## src/rtl/riego_scheduler_if.sv

```systemverilog
// G/R/E link between the irrigation sequencer (master) and the valve controller (slave).
interface riego_scheduler_if;
    logic [1:0] G1;
    logic [1:0] G2;
    logic [3:0] R1;
    logic [3:0] R2;
    logic [1:0] E;

    modport master (output G1, G2, input R1, R2, E);
    modport slave  (input G1, G2, output R1, R2, E);
endinterface

```

## src/rtl/riego_scheduler.sv

```systemverilog
// Walks four irrigation zones in order, holding each valve code for ISSUE + dur*TICKS_PER_UNIT cycles; all outputs registered.
// RIEGO_ACK_CHECK_EN enables valve-acknowledge checking and the FAULT timeout; otherwise ISSUE is a fixed 2 cycles.
module riego_scheduler #(
    parameter int TICKS_PER_UNIT = 10,
    parameter int DUR_W          = 8,
    parameter int ACK_TIMEOUT    = 4
) (
    input  logic             clk,
    input  logic             reset,
    input  logic             start,
    input  logic             abort,
    input  logic [DUR_W-1:0] dur_1_1,
    input  logic [DUR_W-1:0] dur_1_2,
    input  logic [DUR_W-1:0] dur_2_1,
    input  logic [DUR_W-1:0] dur_2_2,
    riego_scheduler_if.master vif,
    output logic             busy,
    output logic             done,
    output logic             fault,
    output logic [1:0]       zone
);
    localparam int PW = $clog2(TICKS_PER_UNIT + 1);
    localparam int WW = $clog2(ACK_TIMEOUT + 1);
    localparam logic [PW-1:0] PRE_MAX = PW'(TICKS_PER_UNIT - 1);

    typedef enum logic [2:0] {S_IDLE, S_ISSUE, S_RUN, S_PAUSE, S_DONE, S_FAULT} state_t;

    state_t           state_q, state_d;
    logic [1:0]       zone_q, zone_d;
    logic [DUR_W-1:0] rem_q, rem_d;
    logic [PW-1:0]    pre_q, pre_d;
    logic [WW-1:0]    wait_q, wait_d;
    logic [1:0]       g1_q, g1_d, g2_q, g2_d;
    logic             busy_q, busy_d, done_q, done_d, fault_q, fault_d;

    logic [DUR_W-1:0] dur [4];
    logic             err, ack, issue_ok, issue_timeout, advance;
    logic             first_found, nxt_found;
    logic [1:0]       first_zone, nxt_zone;

    assign dur[0] = dur_1_1;
    assign dur[1] = dur_1_2;
    assign dur[2] = dur_2_1;
    assign dur[3] = dur_2_2;
    assign err    = (vif.E == 2'b00);

    always_comb begin
        ack = 1'b0;
        case (zone_q)
            2'd0: ack = (vif.R1[3:2] == 2'b01);
            2'd1: ack = (vif.R1[1:0] == 2'b01);
            2'd2: ack = (vif.R2[3:2] == 2'b01);
            default: ack = (vif.R2[1:0] == 2'b01);
        endcase
    end

`ifdef RIEGO_ACK_CHECK_EN
    assign issue_ok      = ack;
    assign issue_timeout = (wait_q == WW'(ACK_TIMEOUT - 1));
`else
    logic unused_ack;
    assign unused_ack    = ack;
    assign issue_ok      = (wait_q == WW'(1));
    assign issue_timeout = 1'b0;
`endif

    // Descending scan so the lowest qualifying zone wins.
    always_comb begin
        first_found = 1'b0;
        first_zone  = 2'd0;
        nxt_found   = 1'b0;
        nxt_zone    = 2'd0;
        for (int i = 3; i >= 0; i--) begin
            if (dur[i] != '0) begin
                first_found = 1'b1;
                first_zone  = 2'(i);
                if (2'(i) > zone_q) begin
                    nxt_found = 1'b1;
                    nxt_zone  = 2'(i);
                end
            end
        end
    end

    always_comb begin
        state_d = state_q;
        zone_d  = zone_q;
        rem_d   = rem_q;
        pre_d   = pre_q;
        wait_d  = wait_q;
        advance = 1'b0;
        case (state_q)
            S_IDLE: begin
                if (start) begin
                    if (first_found) begin
                        state_d = S_ISSUE;
                        zone_d  = first_zone;
                        rem_d   = dur[first_zone];
                        pre_d   = PRE_MAX;
                        wait_d  = '0;
                    end else begin
                        state_d = S_DONE;
                        zone_d  = 2'd0;
                    end
                end
            end
            S_ISSUE: begin
                if (err) begin
                    state_d = S_PAUSE;
                end else if (issue_ok) begin
                    // remaining==0 only after a pause taken on the final wrap
                    if (rem_q == '0) advance = 1'b1;
                    else             state_d = S_RUN;
                end else if (issue_timeout) begin
                    state_d = S_FAULT;
                end else begin
                    wait_d = wait_q + 1'b1;
                end
            end
            S_RUN: begin
                if (pre_q == '0) begin
                    pre_d = PRE_MAX;
                    rem_d = rem_q - 1'b1;
                end else begin
                    pre_d = pre_q - 1'b1;
                end
                if (err)                                        state_d = S_PAUSE;
                else if (pre_q == '0 && rem_q == DUR_W'(1))     advance = 1'b1;
            end
            S_PAUSE: begin
                if (!err) begin
                    state_d = S_ISSUE;
                    wait_d  = '0;
                end
            end
            S_DONE:  state_d = S_IDLE;
            default: state_d = state_q;
        endcase

        if (advance) begin
            if (nxt_found) begin
                state_d = S_ISSUE;
                zone_d  = nxt_zone;
                rem_d   = dur[nxt_zone];
                pre_d   = PRE_MAX;
                wait_d  = '0;
            end else begin
                state_d = S_DONE;
            end
        end

        if (abort) begin
            state_d = S_IDLE;
            zone_d  = 2'd0;
            rem_d   = '0;
            pre_d   = '0;
            wait_d  = '0;
        end

        g1_d = 2'b00;
        g2_d = 2'b00;
        if (state_d == S_ISSUE || state_d == S_RUN) begin
            case (zone_d)
                2'd0: g1_d = 2'b01;
                2'd1: g1_d = 2'b10;
                2'd2: g2_d = 2'b01;
                default: g2_d = 2'b10;
            endcase
        end
        busy_d  = (state_d == S_ISSUE) || (state_d == S_RUN) ||
                  (state_d == S_PAUSE) || (state_d == S_DONE);
        done_d  = (state_d == S_DONE);
        fault_d = (state_d == S_FAULT);
    end

    always_ff @(posedge clk) begin
        if (reset) begin
            state_q <= S_IDLE;
            zone_q  <= 2'd0;
            rem_q   <= '0;
            pre_q   <= '0;
            wait_q  <= '0;
            g1_q    <= 2'b00;
            g2_q    <= 2'b00;
            busy_q  <= 1'b0;
            done_q  <= 1'b0;
            fault_q <= 1'b0;
        end else begin
            state_q <= state_d;
            zone_q  <= zone_d;
            rem_q   <= rem_d;
            pre_q   <= pre_d;
            wait_q  <= wait_d;
            g1_q    <= g1_d;
            g2_q    <= g2_d;
            busy_q  <= busy_d;
            done_q  <= done_d;
            fault_q <= fault_d;
        end
    end

    assign vif.G1 = g1_q;
    assign vif.G2 = g2_q;
    assign busy   = busy_q;
    assign done   = done_q;
    assign fault  = fault_q;
    assign zone   = zone_q;
endmodule

```

## src/flat_wrapper.sv

```systemverilog
// flat-port wrapper written by rule: the top's interface ports become plain ports
module riego_scheduler_flat 
#(
    parameter int TICKS_PER_UNIT = 10,
    parameter int DUR_W          = 8,
    parameter int ACK_TIMEOUT    = 4
)
  (clk, reset, start, abort, dur_1_1, dur_1_2, dur_2_1, dur_2_2, busy, done, fault, zone, vif_G1, vif_G2, vif_R1, vif_R2, vif_E);
  riego_scheduler_if vif_i ();
  input  logic clk;
  input  logic reset;
  input  logic start;
  input  logic abort;
  input  logic [DUR_W-1:0] dur_1_1;
  input  logic [DUR_W-1:0] dur_1_2;
  input  logic [DUR_W-1:0] dur_2_1;
  input  logic [DUR_W-1:0] dur_2_2;
  output logic busy;
  output logic done;
  output logic fault;
  output logic [1:0] zone;
  output wire logic [$bits(vif_i.G1)-1:0] vif_G1;
  output wire logic [$bits(vif_i.G2)-1:0] vif_G2;
  input wire logic [$bits(vif_i.R1)-1:0] vif_R1;
  input wire logic [$bits(vif_i.R2)-1:0] vif_R2;
  input wire logic [$bits(vif_i.E)-1:0] vif_E;
  assign vif_G1 = vif_i.G1;
  assign vif_G2 = vif_i.G2;
  assign vif_i.R1 = vif_R1;
  assign vif_i.R2 = vif_R2;
  assign vif_i.E = vif_E;
  riego_scheduler #(.TICKS_PER_UNIT(TICKS_PER_UNIT), .DUR_W(DUR_W), .ACK_TIMEOUT(ACK_TIMEOUT)) u_core (.clk(clk), .reset(reset), .start(start), .abort(abort), .dur_1_1(dur_1_1), .dur_1_2(dur_1_2), .dur_2_1(dur_2_1), .dur_2_2(dur_2_2), .vif(vif_i), .busy(busy), .done(done), .fault(fault), .zone(zone));
endmodule
```

## config.mk

```make
export PLATFORM = sky130hd
export DESIGN_NAME = riego_scheduler_flat
export DESIGN_NICKNAME = d
export VERILOG_FILES = /design/src/rtl/riego_scheduler_if.sv /design/src/rtl/riego_scheduler.sv /design/src/flat_wrapper.sv
export SDC_FILE = /design/constraint.sdc
export NUM_CORES = 1
export LEC_CHECK = 0
export CAP_MARGIN = 40
export CORE_ASPECT_RATIO = 1.2
export CORE_UTILIZATION = 51
export CTS_BUF_LIST = sky130_fd_sc_hd__clkbuf_4
export DETAILED_ROUTE_END_ITERATION = 12
export PLACE_DENSITY = 0.86
export SYNTH_ARGS = -nofsm -noshare
export SYNTH_HDL_FRONTEND = slang
export SYNTH_SLANG_ARGS = --single-unit
```

## constraint.sdc

```tcl
create_clock -name clk -period 3.97 [get_ports clk]
set_input_delay 0.9925 -clock clk [delete_from_list [all_inputs] [get_ports clk]]
set_output_delay 0.9925 -clock clk [all_outputs]
set_load 0.05 [all_outputs]
```

# After elaboration in Yosys (flattened, before gate mapping)
# Index checks and enable logic that the tools add are counted.
# op_classes
n_addsub,3
mul,0
n_div,0
n_lt_le_gt_ge,6
n_eq_ne,13
shifts,0
muxes,75
bitwise_logic,3
reduce_logical,16
# ops
cell,count
$mux 8,9
$mux 3,17
$mux 2,18
$bmux 8 s2,2
$reduce_bool 8->1,4
$mux 4,5
$mux 1,17
$pmux 8 s2,1
$pmux 3 s5,1
$eq 3x2->1 const B,4
$eq 3x1->1 const B,3
$eq 3x3->1 const B,3
$pmux 3 s3,1
$eq 8x1->1 const B,1
$logic_not 8->1,1
$pmux 2 s2,2
$pmux 4 s2,1
$sub 8x1->8 const B,1
$ge 3x3->1 const B,2
$not 2->3,2
$reduce_or 2->1,3
$gt 1x2->1 const A,2
$gt 2x2->1 const A,2
$logic_not 2->1,2
10 further kinds,12
# totals
regBits,27
latchBits,0
ram_bits,0
rom_bits,0
word_cells,126
mem_count,0

# Depth between registers and ports, before layout
# depth
word_depth,16
ltp_mapped,10
ltp_nobuf,9

# Worst setup path after synthesis
# Ideal clock, no wire load.
# synth_path
path_kind,in2reg
startpoint,in dur_1_1[5]
endpoint,"reg u_core.g1_q[0], in the netlist u_core.vif.G1[0]"
setup_time_ns,0.131
t_arrival_ns,2.979
slack_ns,0.860
cell_stages,7
n_path_buf,1
cell_sequence,or4_1 > or4_1 > clkbuf_2 > nor3_2 > a21oi_1 > a221o_1 > nor4b_1
# synth_between
elab_chain_cells,11
# synth_lines
item,line_no,rtl
"start, declared",flat_wrapper.sv:14,input logic [DUR_W-1:0] dur_1_1;
$reduce_bool 8->1 (*),riego_scheduler.sv:74,if (dur[i] != '0) begin
$mux 1,riego_scheduler.sv:74,
$mux 3,riego_scheduler.sv:95,if (first_found) begin
$mux 3,riego_scheduler.sv:94,if (start) begin
$pmux 3 s5,riego_scheduler.sv:92,case (state_q)
$mux 3,riego_scheduler.sv:140,if (advance) begin
$mux 3,riego_scheduler.sv:152,if (abort) begin
$eq 3x1->1 or $eq 3x2->1 (tied branches),riego_scheduler.sv:162,if (state_d == S_ISSUE || state_d == S_RUN) begin
$logic_or 1x1->1,riego_scheduler.sv:162,
$not 1->1 (no line),n/a,
$reduce_or 2->1 (no line),n/a,
"end signal, assigned",riego_scheduler.sv:194,g1_q <= g1_d;
"end, declared",riego_scheduler.sv:33,"logic [1:0] g1_q, g1_d, g2_q, g2_d;"
# Every way passes the cells marked *; elsewhere a longest branch is shown, timed or not.
# A chain may end at the register's enable or synchronous reset.

# Worst setup path after layout
# layout_path
startpoint,in dur_1_2[1]
endpoint,"reg u_core.g1_q[1], in the netlist u_core.vif.G1[1]"
# layout_between
elab_chain_cells,12
# layout_lines
item,line_no,rtl
"start, declared",flat_wrapper.sv:15,input logic [DUR_W-1:0] dur_1_2;
$reduce_bool 8->1 (*),riego_scheduler.sv:74,
$mux 1 (2 in a row),riego_scheduler.sv:74,
$mux 3,riego_scheduler.sv:95,
$mux 3,riego_scheduler.sv:94,
$pmux 3 s5,riego_scheduler.sv:92,
$mux 3,riego_scheduler.sv:140,
$mux 3,riego_scheduler.sv:152,
$eq 3x1->1 or $eq 3x2->1 (tied branches),riego_scheduler.sv:162,
$logic_or 1x1->1,riego_scheduler.sv:162,
$not 1->1 (no line),n/a,
$reduce_or 2->1 (no line),n/a,
# Marked as above.

==> reports/results.ini <==
[synth]
synth_edf_count = 0
synth_top_area_share_pct = 25.3
async_flop_share_pct = 0
syn_nets = 327
synth_cell_types = 58
yosys.area.top_type = dfxtp_1
synth_ff_type = dfxtp_1
seq_area_frac_synth_pct = 25.3
synth_seq_cells = 27
synthTopCellsByArea = dfxtp_1 25%, nor2_1 5.4%, o21ai_0 4.9%
synthCells = 275
synth_warnings = 0
synth_area_sq_mm = 0.00214
synth.avg_cell_area_sq_um = 7.77

[final_layout]
fillCellCount = 345
diodes = 0
final_core_util_pct = 68.7
fin_nets = 377
area_growth_syn_to_layout_pct = 27.7
layout-drive-gt1-share_pct = 9.88
final_area_sq_mm = 0.00273

[grt]
overflow = 0
grt_start_max_net_pins = 19
grt_pass1_vias = 2284
antenna_found_initial = 0
track_usage_pct = 29.4
grt_pass1_wl_microns = 10000

[placed_design]
placed_area_sq_mm = 0.00270
dp_hpwl_microns = 4750
gp_congestion = 0.881
io_buffer_count = 46

[setup_path]
cp-start-kind = primary input
end_kind = register
crit_type = in -> reg
crit_fanout = 7
critPathRequiredTime_ns = 4.22
arrival_ns = 3.66

[floorplanning]
core_area_sq_mm = 0.00397
ios = 55
die-area_sq_mm = 0.00445
die-width_microns = 61.1
rows = 25
die_h_microns = 72.9
start_util_pct = 53.8

[timing]
post-route-period-util_pct = 86.0
hold_viol_final = 0
max_freq_ghz = 0.293
period_needed_ns = 3.42
slew_headroom_pct = 54.6
skew_ns = 0.0210
setup-tns-final_ns = 0
slew_viol_final = 0
tightest_slew_ns = 0.680
finalSetupViolations = 0
rsz0062_at_grt = no

[power]
ir_drop_uv = 114
p_comb_share_pct = 26.2
clockPowerShare_pct = 22.5
netSwitchingPower_uw = 170
internal_power_uw = 390
p_leak_nw = 0.956
p_per_area_mw_per_mm2 = 205
p_sw_share_pct = 30.3
sequentialPowerShare_pct = 51.3

[cts]
cts_tree = built
post_cts_buffers = 0
cts-buffers-inserted = 3
cts_root_buffer = clkbuf_4
path_clk_slew_ns = 0.16
clock_latency_ns = 0.35
htree_num_levels = 1
clk_path_buf_depth = 2
cts_hold_buf = 0
cts_sinks = 27
cts-resized-gates = 0

[detailed_routing]
vias = 2386
drt-initial-drc-count = 124
viasPerCell = 6.31
wire_per_inst_microns = 15.5
routed_wl_microns = 5870
ant_nets = 0
drc = 0
firstDrtPassIters = 4

[run]
cap_violations = 0

[worst_hold_path]
hold_class = reg -> reg

[run_status]
status = completed

## logic make-up after synthesis
group | after synthesis | share of synthesized area (%)
AOI/OAI and AO/OA | 96 | 31.5
adders and majority gates | 6 | 3.51
buffers and inverters | 23 | 4.22
DFF | 27 | 25.3
muxes | 7 | 3.40
and+or+nand+nor | 116 | 32.1
## cell usage in the layout, fill, tap and decap left out, drive strengths merged, types with 2 or more instances in the layout
master,count
a21o,3
o32a,2
a21boi,4
clkbuf,3
and2,2
nor4b,2
nand2b,6
o21a,3
buf,11
o311ai,3
nor3b,3
ha,6
nor4,12
inv,11
nand3b,9
o21ai,23
or4,11
o22a,2
a221oi,3
clkdlybuf4s50,46
o221ai,8
o211ai,4
mux2i,5
nor2b,3
dfxtp,27
nand2,14
a21oi,18
and3,2
a31oi,3
nor3,11
mux2,2
o22ai,2
nor2,31
a211oi,8
nand3,7
## cell usage after synthesis, types with 2 or more instances
cell      instances
clkbuf_1          9
a221oi_1          3
o21a_1            3
nor2_1           31
o22a_1            2
o221ai_1          7
nor3_1           10
nor4_4            2
o32a_1            2
o211ai_1          4
inv_1            11
or4_1             7
nor2b_1           3
o311ai_0          3
nor3b_1           3
a21boi_1          2
or4_4             4
dfxtp_1          27
o21ai_0          21
a211oi_1          8
nand3b_1          8
a21boi_0          2
nand2_1          13
nand3_1           7
ha_1              6
o22ai_1           2
nor4_1           10
mux2_2            2
and2_1            2
nand2b_1          6
a31oi_1           3
a21o_1            3
nor4b_1           2
mux2i_1           5
and3_1            2
a21oi_1          17
buf_2             2
## registers in the layout (all words and copies together), names as in the netlist, 2 cells and up
name / count
u_core.pre_q: 4
u_core.rem_q: 8
u_core.vif.G1: 2
u_core.state_q: 3
u_core.vif.G2: 2
u_core.wait_q: 3
u_core.zone: 2
## critical path: stages
cell	delay (ns)
clkdlybuf4s50_1	0.48
or4_4	0.61
or4_1	0.71
nor3_2	0.25
a21oi_1	0.06
a221o_1	0.40
nor4b_1	0.17
## layout make-up
class                      count  area [sq um]  area share [%]
clock buffer                   3          22.5           0.825
clock inverter                 1          7.51           0.275
inverter                      11          41.3            1.51
multi-input combinational    225          1510            55.2
sequential                    27           541            19.8
tap                           54          67.6            2.48
timing repair buffer          57           543            19.9
## layer usage
| metal | vias up | part of all wire (%) | GRT usage, % | wire (microns) |
|---|---|---|---|---|
| li1 | 1177 | - | - | - |
| met1 | 1098 | 43 | 36.7 | 2540 |
| met2 | 85 | 49 | 47.6 | 2860 |
| met3 | 26 | 3.5 | 4.08 | 207 |
| met4 | 0 | 4.4 | 16.4 | 260 |
| met5 | - | 0 | 0 | 0 |
## power groups by stage
stage | clock network, mW | registers, mW | logic [mW]
floorplan | 0 | 0.295 | 0.0717
detailed placement | 0 | 0.293 | 0.144
global placement | 0 | 0.292 | 0.141
finish | 0.126 | 0.287 | 0.147
CTS | 0.131 | 0.287 | 0.145
global route | 0.141 | 0.289 | 0.158
## worst paths after layout
check	start	end	slack, ns	depth (start not counted)
worst min register to register	u_core.pre_q[3]	u_core.pre_q[2]	0.49	2
worst min-delay path	u_core.pre_q[3]	u_core.pre_q[2]	0.49	2
worst max register to register	u_core.rem_q[2]	u_core.vif.G1[1]	1.32	7
worst max-delay path	dur_1_2[1]	u_core.vif.G1[1]	0.55	7
## metrics by stage
| step | total power [mW] | hold WS [ns] | setup slack (ns) | instances |
|---|---|---|---|---|
| detailed placement | 0.436 | 0.496 | 0.196 | 374 |
| global placement | 0.433 | 0.471 | 0.232 | 374 |
| finish | 0.559 | 0.488 | 0.555 | 378 |
| CTS | 0.562 | 0.486 | 0.565 | 378 |
| global route | 0.588 | 0.532 | 0.454 | 378 |
| floorplan | 0.366 | 0.451 | 0.860 | 275 |
Power figures use the tool's default switching activity.
